File: config.mk
export PLATFORM = sky130hd
export DESIGN_NAME = idt7201_reader
export DESIGN_NICKNAME = d
export VERILOG_FILES = /design/src/rtl/idt7201_pkg.sv /design/src/rtl/idt7201_reader_sync_2ff.sv /design/src/rtl/idt7201_reader.sv
export SDC_FILE = /design/constraint.sdc
export NUM_CORES = 1
export LEC_CHECK = 0
export CAP_MARGIN = 30
export CORE_MARGIN = 1.5
export CORE_UTILIZATION = 50
export DETAILED_ROUTE_END_ITERATION = 10
export GPL_ROUTABILITY_DRIVEN = 0
export PLACE_DENSITY = 0.82
export SYNTH_ARGS = -nofsm -noshare
export SYNTH_HDL_FRONTEND = slang
export SYNTH_SLANG_ARGS = --single-unit
File: constraint.sdc
create_clock -name CLK -period 3.37 [get_ports CLK]
set_input_delay 0.5055 -clock CLK [delete_from_list [all_inputs] [get_ports CLK]]
set_output_delay 0.5055 -clock CLK [all_outputs]
set_load 0.005 [all_outputs]
File: src/rtl/idt7201_pkg.sv
// Shared definitions for the IDT7201A read-side controller.
// Contents:
//   state_t     - controller FSM states
//   WORD_W      - width of one FIFO word (8 data bits + 1 flag bit)
//   SYNC_STAGES - flop depth of the EF_ synchroniser
//   COUNT_W     - width of the captured-word counter
//   CNT_W       - width of the shared pulse-width down-counter
package idt7201_pkg;

    typedef enum logic [1:0] {
        INIT   = 2'd0,
        IDLE   = 2'd1,
        STROBE = 2'd2,
        HOLD   = 2'd3
    } state_t;

    localparam int WORD_W      = 9;
    localparam int SYNC_STAGES = 2;
    localparam int COUNT_W     = 16;
    localparam int CNT_W       = 8;

endpackage

File: src/rtl/idt7201_reader_sync_2ff.sv
// Double-flop synchroniser for a single asynchronous level signal.
// Ports:
//   clk   - destination clock
//   reset - synchronous, active-high; clears both flops
//   d     - asynchronous input
//   q     - synchronised output, SYNC_STAGES cycles of latency
module sync_2ff
    import idt7201_pkg::*;
(
    input  logic clk,
    input  logic reset,
    input  logic d,
    output logic q
);

    logic [SYNC_STAGES-1:0] chain;

    // Shift the raw input through the chain; only the last flop is observed,
    // giving the first flop a full cycle to resolve metastability.
    always_ff @(posedge clk) begin
        if (reset) begin
            chain <= '0;
        end else begin
            chain <= {chain[SYNC_STAGES-2:0], d};
        end
    end

    assign q = chain[SYNC_STAGES-1];

endmodule

File: src/rtl/idt7201_reader.sv
// Read-side controller for an external IDT7201A 512x9 asynchronous FIFO.
// Resets the FIFO, issues cycle-counted read strobes while the (synchronised)
// empty flag says data is present, captures each word and offers it on a
// one-entry valid/ready stream.
// Ports:
//   CLK, RESET        - system clock, synchronous active-high reset
//   FLUSH             - reset the external FIFO and drop buffered output
//   FIFO_EF_, FIFO_Q  - FIFO empty flag (async, active-low) and data bus
//   FIFO_R_, FIFO_RS_ - FIFO read and reset strobes (active-low, registered)
//   DOUT, DOUT_VALID, DOUT_READY - output word stream
//   BUSY              - FIFO reset in progress
//   WORD_COUNT        - words captured since last reset/flush (wraps)
module idt7201_reader
    import idt7201_pkg::*;
#(
    parameter int READ_LOW_CYCLES  = 3,
    parameter int READ_HIGH_CYCLES = 3,
    parameter int RESET_CYCLES     = 4
) (
    input  logic               CLK,
    input  logic               RESET,
    input  logic               FLUSH,
    input  logic               FIFO_EF_,
    input  logic [WORD_W-1:0]  FIFO_Q,
    output logic               FIFO_R_,
    output logic               FIFO_RS_,
    output logic [WORD_W-1:0]  DOUT,
    output logic               DOUT_VALID,
    input  logic               DOUT_READY,
    output logic               BUSY,
    output logic [COUNT_W-1:0] WORD_COUNT
);

    localparam logic [CNT_W-1:0] LOW_LOAD   = CNT_W'(READ_LOW_CYCLES - 1);
    localparam logic [CNT_W-1:0] HIGH_LOAD  = CNT_W'(READ_HIGH_CYCLES - 1);
    localparam logic [CNT_W-1:0] RESET_LOAD = CNT_W'(RESET_CYCLES - 1);

    state_t           state;
    state_t           state_next;
    logic [CNT_W-1:0] cnt;
    logic [CNT_W-1:0] cnt_next;
    logic             flush_pend;
    logic             flush_pend_next;
    logic             ef_s;
    logic             slot_free;
    logic             start_read;
    logic             capture;
    logic             init_entry;

    sync_2ff u_ef_sync (
        .clk   (CLK),
        .reset (RESET),
        .d     (FIFO_EF_),
        .q     (ef_s)
    );

    assign slot_free  = !DOUT_VALID || DOUT_READY;
    assign start_read = ef_s && slot_free;

    // Next-state logic. The single down-counter is loaded on entry to STROBE
    // and HOLD and the state is left on the cycle it reads zero. INIT is
    // entered with the counter cleared, so its first cycle loads the count
    // and it is left when the count reaches one; this keeps the reset pulse
    // exactly RESET_CYCLES long whether INIT was entered by RESET or FLUSH.
    always_comb begin
        state_next      = state;
        cnt_next        = cnt;
        flush_pend_next = flush_pend;
        capture         = 1'b0;
        init_entry      = 1'b0;

        case (state)
            INIT: begin
                if (FLUSH) begin
                    init_entry = 1'b1;
                    cnt_next   = '0;
                end else if (cnt == '0) begin
                    cnt_next = RESET_LOAD;
                end else if (cnt == CNT_W'(1)) begin
                    state_next = IDLE;
                    cnt_next   = '0;
                end else begin
                    cnt_next = cnt - CNT_W'(1);
                end
            end

            IDLE: begin
                if (FLUSH) begin
                    state_next = INIT;
                    init_entry = 1'b1;
                    cnt_next   = '0;
                end else if (start_read) begin
                    state_next = STROBE;
                    cnt_next   = LOW_LOAD;
                end
            end

            // A flush arriving mid-strobe is remembered so the read can finish
            // cleanly; the FIFO is then reset straight from the capture edge.
            STROBE: begin
                if (FLUSH) begin
                    flush_pend_next = 1'b1;
                end
                if (cnt == '0) begin
                    capture = 1'b1;
                    if (FLUSH || flush_pend) begin
                        state_next = INIT;
                        init_entry = 1'b1;
                        cnt_next   = '0;
                    end else begin
                        state_next = HOLD;
                        cnt_next   = HIGH_LOAD;
                    end
                end else begin
                    cnt_next = cnt - CNT_W'(1);
                end
            end

            HOLD: begin
                if (FLUSH) begin
                    state_next = INIT;
                    init_entry = 1'b1;
                    cnt_next   = '0;
                end else if (cnt == '0) begin
                    if (start_read) begin
                        state_next = STROBE;
                        cnt_next   = LOW_LOAD;
                    end else begin
                        state_next = IDLE;
                    end
                end else begin
                    cnt_next = cnt - CNT_W'(1);
                end
            end

            default: begin
                state_next = INIT;
                init_entry = 1'b1;
                cnt_next   = '0;
            end
        endcase

        if (init_entry) begin
            flush_pend_next = 1'b0;
        end
    end

    // State register and registered outputs. Strobes and BUSY are decoded
    // from the next state so they change on the same edge as the state.
    // On INIT entry the stream is emptied even if a word is captured on the
    // same edge; otherwise a capture wins over a simultaneous accept.
    always_ff @(posedge CLK) begin
        if (RESET) begin
            state      <= INIT;
            cnt        <= '0;
            flush_pend <= 1'b0;
            FIFO_R_    <= 1'b1;
            FIFO_RS_   <= 1'b0;
            BUSY       <= 1'b1;
            DOUT       <= '0;
            DOUT_VALID <= 1'b0;
            WORD_COUNT <= '0;
        end else begin
            state      <= state_next;
            cnt        <= cnt_next;
            flush_pend <= flush_pend_next;
            FIFO_R_    <= (state_next != STROBE);
            FIFO_RS_   <= (state_next != INIT);
            BUSY       <= (state_next == INIT);

            if (capture) begin
                DOUT <= FIFO_Q;
            end

            if (init_entry) begin
                DOUT_VALID <= 1'b0;
                WORD_COUNT <= '0;
            end else if (capture) begin
                DOUT_VALID <= 1'b1;
                WORD_COUNT <= WORD_COUNT + COUNT_W'(1);
            end else if (DOUT_VALID && DOUT_READY) begin
                DOUT_VALID <= 1'b0;
            end
        end
    end

endmodule
==> flow_metrics.py <==
metrics = {
    "detailed_routing": {
        "postRouteAntennaNets": 0,
        "first_pass_iters": 5,
        "dr_total_vias": 1790,
        "initialDrtViolationCount": 142,
        "route.detailed.vias_per_inst": 5.46,
        "sum_of_routed_wire_length_over_all_layers_mm": 4.28,
        "route.detailed.drc": 0,
        "wl_per_cell_um": 13.1,
    },
    "cts": {
        "clk_pin_slew_ns": 0.08,
        "cts_tree": "yes",
        "clock_path_buffers": 2,
        "cts-htree-levels": 2,
        "clock-sinks": 42,
        "insertion_delay_ns": 0.29,
        "holdBufCountCts": 0,
        "clock-root-buffer": "sky130_fd_sc_hd__clkbuf_8",
        "post_cts_resize_count": 0,
        "numCtsBuffers": 5,
        "setup_buffers_after_cts": 0,
    },
    "yosys": {
        "synth_compound_gate_area_share": 0.145,
        "yosys.cell_types.count": 45,
        "synth.cell_area_um2": 1980,
        "synth_xor_area_frac": 0.0665,
        "most_frequent_cells_after_synthesis": "sky130_fd_sc_hd__dfxtp_1 (42), sky130_fd_sc_hd__nand2_1 (36), sky130_fd_sc_hd__nor2_1 (29)",
        "cell_with_the_most_instances_after_synthesis": "sky130_fd_sc_hd__dfxtp_1",
        "yosys_register_bits": 42,
        "postSynth.asyncResetShare": 0,
        "synth.area.mux_share": 0,
        "post_synth_inst_count": 242,
        "post_synth_fa_ha_maj_area_fraction": 0.0190,
        "synth-simple-area-share": 0.291,
        "combinational_family_with_the_most_area_after_synthesis": "simple AND/OR/NAND/NOR gates",
        "ys_warnings": 0,
        "synth.avg_cell_area_um2": 8.16,
        "synth_top_cell_by_area": "sky130_fd_sc_hd__dfxtp_1",
        "post_synth_main_area_contributors": "sky130_fd_sc_hd__dfxtp_1 (43%), sky130_fd_sc_hd__nand2_1 (6.8%), sky130_fd_sc_hd__nor2_1 (5.5%)",
        "post-synth-top-area-fraction": 0.426,
        "yosys_most_used_dff": "sky130_fd_sc_hd__dfxtp_1",
        "synth-edff-count": 0,
        "synth.yosys.seq_area_share": 0.426,
        "net_count_after_synthesis": 259,
    },
    "critical_path": {
        "crit_type": "flop to flop",
        "cp-start-kind": "flop",
        "setup.reg_to_reg.worst_slack_ns": 0.98,
        "slowest_stage": "sky130_fd_sc_hd__nor4_1",
        "worstSetupEndpointType": "flop",
        "worst_ep_arrival_time_ns": 2.57,
        "worst-endpoint-required_ns": 3.54,
        "slowest_delay_ns": 0.70,
        "path_cells": "inv_1 > ha_1 > or3b_1 > nor4_1 > nand4_1 > xor2_1 > nor2_1",
        "timing.rr.start": "cnt[0]$_SDFF_PP0_",
        "rr_endpoint": "WORD_COUNT[13]$_SDFFE_PP0P_",
        "worstSetupStartpoint": "cnt[0]$_SDFF_PP0_",
        "worstSetupEndpoint": "WORD_COUNT[13]$_SDFFE_PP0P_",
        "reg2regPathDepth": 7,
        "crit_fanout": 7,
    },
    "hold_path": {
        "worstHoldPathCells": 2,
        "min-delay-path-class": "flop to flop",
    },
    "global_route": {
        "grt_pass1_vias": 1636,
        "grt_overflow_total": 0,
        "number_of_antenna_violations_at_the_first_check_in_global_routing": 0,
        "grt_first_pass_wirelength_mm": 7.21,
        "grt.total_usage": 0.211,
        "grt_start_max_net_pins": 19,
    },
    "sta": {
        "ratio_of_final_minimum_period_to_clock_period": 0.710,
        "fin_worst_skew_ns": 0.00550,
        "finalSetupViolCount": 0,
        "sum_of_negative_setup_slack_ns": 0,
        "min_period_ns": 2.39,
        "worst_slew_margin_rel": 0.461,
        "fmax_mhz": 418,
        "slew_at_the_pin_closest_to_its_max_slew_limit_ns": 0.801,
        "timing.final.max_slew_violations": 0,
        "count_of_final_hold_check_violations": 0,
        "setup_repair_after_global_routing_missed_its_margin": "no",
    },
    "placed_design": {
        "port_buffer_cells": 42,
        "placed_cell_area_um2": 2390,
        "post-dp-hpwl_mm": 3.09,
    },
    "cells_and_area": {
        "final_nets": 296,
        "finish.utilization": 0.672,
        "filler_cell_count": 322,
        "postLayoutCellArea_um2": 2500,
        "multi_input_comb_area_um2": 1030,
        "sequential_cell_area_um2": 841,
        "diodes": 0,
        "post_route_cells_drive_above_1_share": 0.0500,
        "areaGrowthSynthToFinish_pct": 26.5,
    },
    "run": {
        "drv.max_cap_violation_count": 0,
    },
    "die": {
        "die_w_um": 65.9,
        "initial_utilization": 0.532,
        "top_level_ports": 43,
        "core_area_um2": 3720,
        "die_area_um2": 4340,
        "die-height_um": 65.9,
        "placement_rows": 22,
    },
    "power": {
        "power.density_nw_per_um2": 494,
        "cellLeakagePower_nw": 0.860,
        "vdd.ir_drop.worst_mv": 0.307,
    },
    "status": {
        "result_of_the_run": "finished, final reports clean",
    },
}
[worst max-delay path: cells and delay by family (launching register included)]
| family | cells | cell delay [ns] |
|---|---|---|
| XOR/XNOR | 1 | 0.16 |
| AND/OR/NAND/NOR | 4 | 1.43 |
| buffers and inverters | 1 | 0.09 |
| flip-flops | 1 | 0.36 |
| adder cells (fa/ha/maj) | 1 | 0.25 |
[logic make-up (layout without fill, tap and decap cells)]
group,Yosys count,count (layout)
AND/OR/NAND/NOR,114,114
AO/OA/AOI/OAI,47,47
flip-flops,42,42
buffers and inverters,21,59
XOR/XNOR,15,15
adder cells (fa/ha/maj),3,3
[layout by cell type (no fill, tap or decap), drive strengths merged, types with 2 or more instances in the layout]
master,n
nor4,6
dfxtp,42
clkdlybuf4s50,42
o21ai,7
nor3,8
xor2,9
nand2,36
a21oi,20
nand3,6
o31ai,2
a31oi,4
nor2b,3
nor2,30
clkbuf,7
buf,2
inv,7
ha,3
nor3b,2
and3,2
nand4,8
a22oi,2
or4,2
a2111oi,2
xnor2,6
nand2b,4
[registers in the layout (all words and copies together), names as in the netlist]
| name | flops |
|---|---|
| BUSY | 1 |
| flush_pend | 1 |
| FIFO_RS_ | 1 |
| FIFO_R_ | 1 |
| DOUT | 9 |
| WORD_COUNT | 16 |
| state | 2 |
| DOUT_VALID | 1 |
| u_ef_sync.chain | 2 |
| cnt | 8 |
[layer usage]
layer | vias up | part of all wire | GRT usage | wire [um]
li1 | 910 | - | - | -
met1 | 819 | 0.47 | 0.280 | 2020
met2 | 55 | 0.45 | 0.338 | 1930
met3 | 6 | 0.064 | 0.0545 | 275
met4 | 0 | 0.012 | 0.0625 | 52
met5 | - | 0 | 0 | 0
[worst min path at each step]
stage	startpoint	end	slack, ns
2_1_floorplan	u_ef_sync.chain[0]$_SDFF_PP0_	u_ef_sync.chain[1]$_SDFF_PP0_	0.41
3_3_place_gp	u_ef_sync.chain[0]$_SDFF_PP0_	u_ef_sync.chain[1]$_SDFF_PP0_	0.43
3_5_place_dp	u_ef_sync.chain[0]$_SDFF_PP0_	u_ef_sync.chain[1]$_SDFF_PP0_	0.44
4_1_cts	DOUT[7]$_SDFFE_PP0P_	DOUT[7]$_SDFFE_PP0P_	0.45
5_1_grt	DOUT[7]$_SDFFE_PP0P_	DOUT[7]$_SDFFE_PP0P_	0.47
6_report	DOUT[1]$_SDFFE_PP0P_	DOUT[1]$_SDFFE_PP0P_	0.45
[report_power, final]
part | switching (mW) | internal [mW] | total [mW]
sequential | 0.0462 | 0.525 | 0.571
combinational | 0.167 | 0.113 | 0.280
clock | 0.162 | 0.222 | 0.384
total | 0.376 | 0.859 | 1.23
[through the flow]
step / setup WS [ns] / total power, mW / hold slack, ns / instances
final: 0.977 / 1.23 / 0.450 / 328
after global placement: 1.10 / 0.848 / 0.432 / 320
after CTS: 0.990 / 1.23 / 0.455 / 328
after floorplan: 1.19 / 0.803 / 0.414 / 242
after global routing: 0.721 / 1.29 / 0.467 / 328
after detailed placement: 0.992 / 0.853 / 0.440 / 320
[layout make-up]
class / count / share of cell area
Clock buffer: 7 / 0.0305
Timing Repair Buffer: 44 / 0.174
Clock inverter: 1 / 0.0120
Inverter: 7 / 0.0105
Multi-Input combinational cell: 179 / 0.412
Tap cell: 48 / 0.0240
Sequential cell: 42 / 0.337
(Power assumes the default switching activity.)
==> edit, RTL diff (same settings) <==
The 4 states of `state_t` get a one-hot encoding in 4 bits.
--- a/src/rtl/idt7201_pkg.sv
+++ b/src/rtl/idt7201_pkg.sv
@@ -9,7 +9,7 @@
 
-    typedef enum logic [1:0] {
-        INIT   = 2'd0,
-        IDLE   = 2'd1,
-        STROBE = 2'd2,
-        HOLD   = 2'd3
+    typedef enum logic [3:0] {
+        INIT   = 4'b0001,
+        IDLE   = 4'b0010,
+        STROBE = 4'b0100,
+        HOLD   = 4'b1000
     } state_t;
Function: same outputs for any inputs over 10 cycles, from zero or initial values and one cycle with RESET high; not proved beyond that.
==> edit against the unedited design <==
Count of clock-buffer cells in the layout shrank 1; setup slack worse by 97 ps; total power increased by 20%; critical path depth did not move; die area grew 7.6%; synthesized cell count up 6.6%; sequential cell count rose by 2; final area rose by 6.5%; largest cell class unchanged; wire length rose by 8.7%; critical endpoint is now WORD_COUNT[9]$_SDFFE_PP0P_; via count increased by 8.5%; largest power group unchanged; area after synthesis increased by 8.0%.
==> edit: results <==
[worst_hold_path]
min_to = u_ef_sync.chain[1]$_SDFF_PP0_
min_from = u_ef_sync.chain[0]$_SDFF_PP0_
holdPathStages = 1

[placed_design]
place_area_um2 = 2552
io_buffers = 42
dp_hpwl_um = 3282
dp.cells = 340
place_ws_ps = 769.1

[global_routing]
use_met1_pct = 28.08
grt_antenna_before_repair = 0
grt_pass1_vias = 1782
grt_use_met3_pct = 5.592
grt_pass1_wl_um = 7748
grt_use_met2_pct = 35.19
track_usage_pct = 22.18

[layout]
drive_gt1_share_pct = 7.047
antenna_cells = 0
finalNetCount = 314

[detailed_routing]
met1Wirelength_um = 2070
post_drt_wl_per_cell_um = 13.37
drt_first_iter_violations = 180
wl_met3_um = 266
drcViolationCount = 0
viasPerCell = 5.583
wl_um = 4654
wl_met2_um = 2227
firstDrtPassIters = 4

[synthesis]
synth_async_sr_flop_share_pct = 0
synth_nets = 275
synth_cell_type_count = 50
yosys-top-cells-count = dfxtp_1 (44), nand2_1 (35), nor2_1 (33)
yosys_warnings = 0
yosysSeqAreaShare_pct = 41.29
synthTopCellsByArea = dfxtp_1 (41%), nand2_1 (6.2%), nor2_1 (5.8%)
synth_area_per_cell_um2 = 8.269

[power]
power.density_nw_per_um2 = 555.0
p_int_uw = 988.7
combPwrFrac_pct = 31.4
powerClk_uw = 395
peakVddDrop_uv = 309.7
p_leak_uw = 0.0009651

[critical_path]
cp_max_fo = 18
r2r_slack_ps = 880
rr_endpoint = WORD_COUNT[9]$_SDFFE_PP0P_
worstPathArrival_ps = 2660
cp-end-kind = register

[sta]
skew_ps = 3.997
worst_pin_slew_ps = 571.2
whs_ps = 441.6
period_needed_ps = 2490

[cts]
clk_pin_slew_worst_paths_ps = 80

[outcome]
status = completed
==> edit: cell count changes after synthesis, moves of 4 or more <==
cell,before,now
clkbuf_1,8,4
o21ai_0,7,11
and3_1,2,6
nor2_1,29,33
a31oi_1,4,0
==> edit: worst max-delay path, cell delays in order (launching register included) <==
cell     delay (ps)
dfxtp_1         360
inv_1            70
ha_1            280
nor3b_1         430
nand3_2         410
o21ai_0         200
a211o_1         510
nor2_1          100
==> edit: kinds of logic (layout without fill, tap and decap cells) <==
family | after synthesis | after routing | synth area share [%]
buf+inv | 18 | 58 | 4.575
compound gates | 49 | 49 | 14.60
simple gates | 128 | 128 | 31.20
fa+ha+maj | 3 | 3 | 1.760
flops | 44 | 44 | 41.29
xor+xnor | 16 | 16 | 6.569
==> edit: layout make-up <==
type                       instances  area, um2
fill                             347       1398
multi-input combinational        196       1155
sequential                        44      880.8
timing repair buffer              43      427.9
clock buffer                       6      72.57
tap                               50      62.56
clock inverter                     2      35.03
inverter                           7      26.28
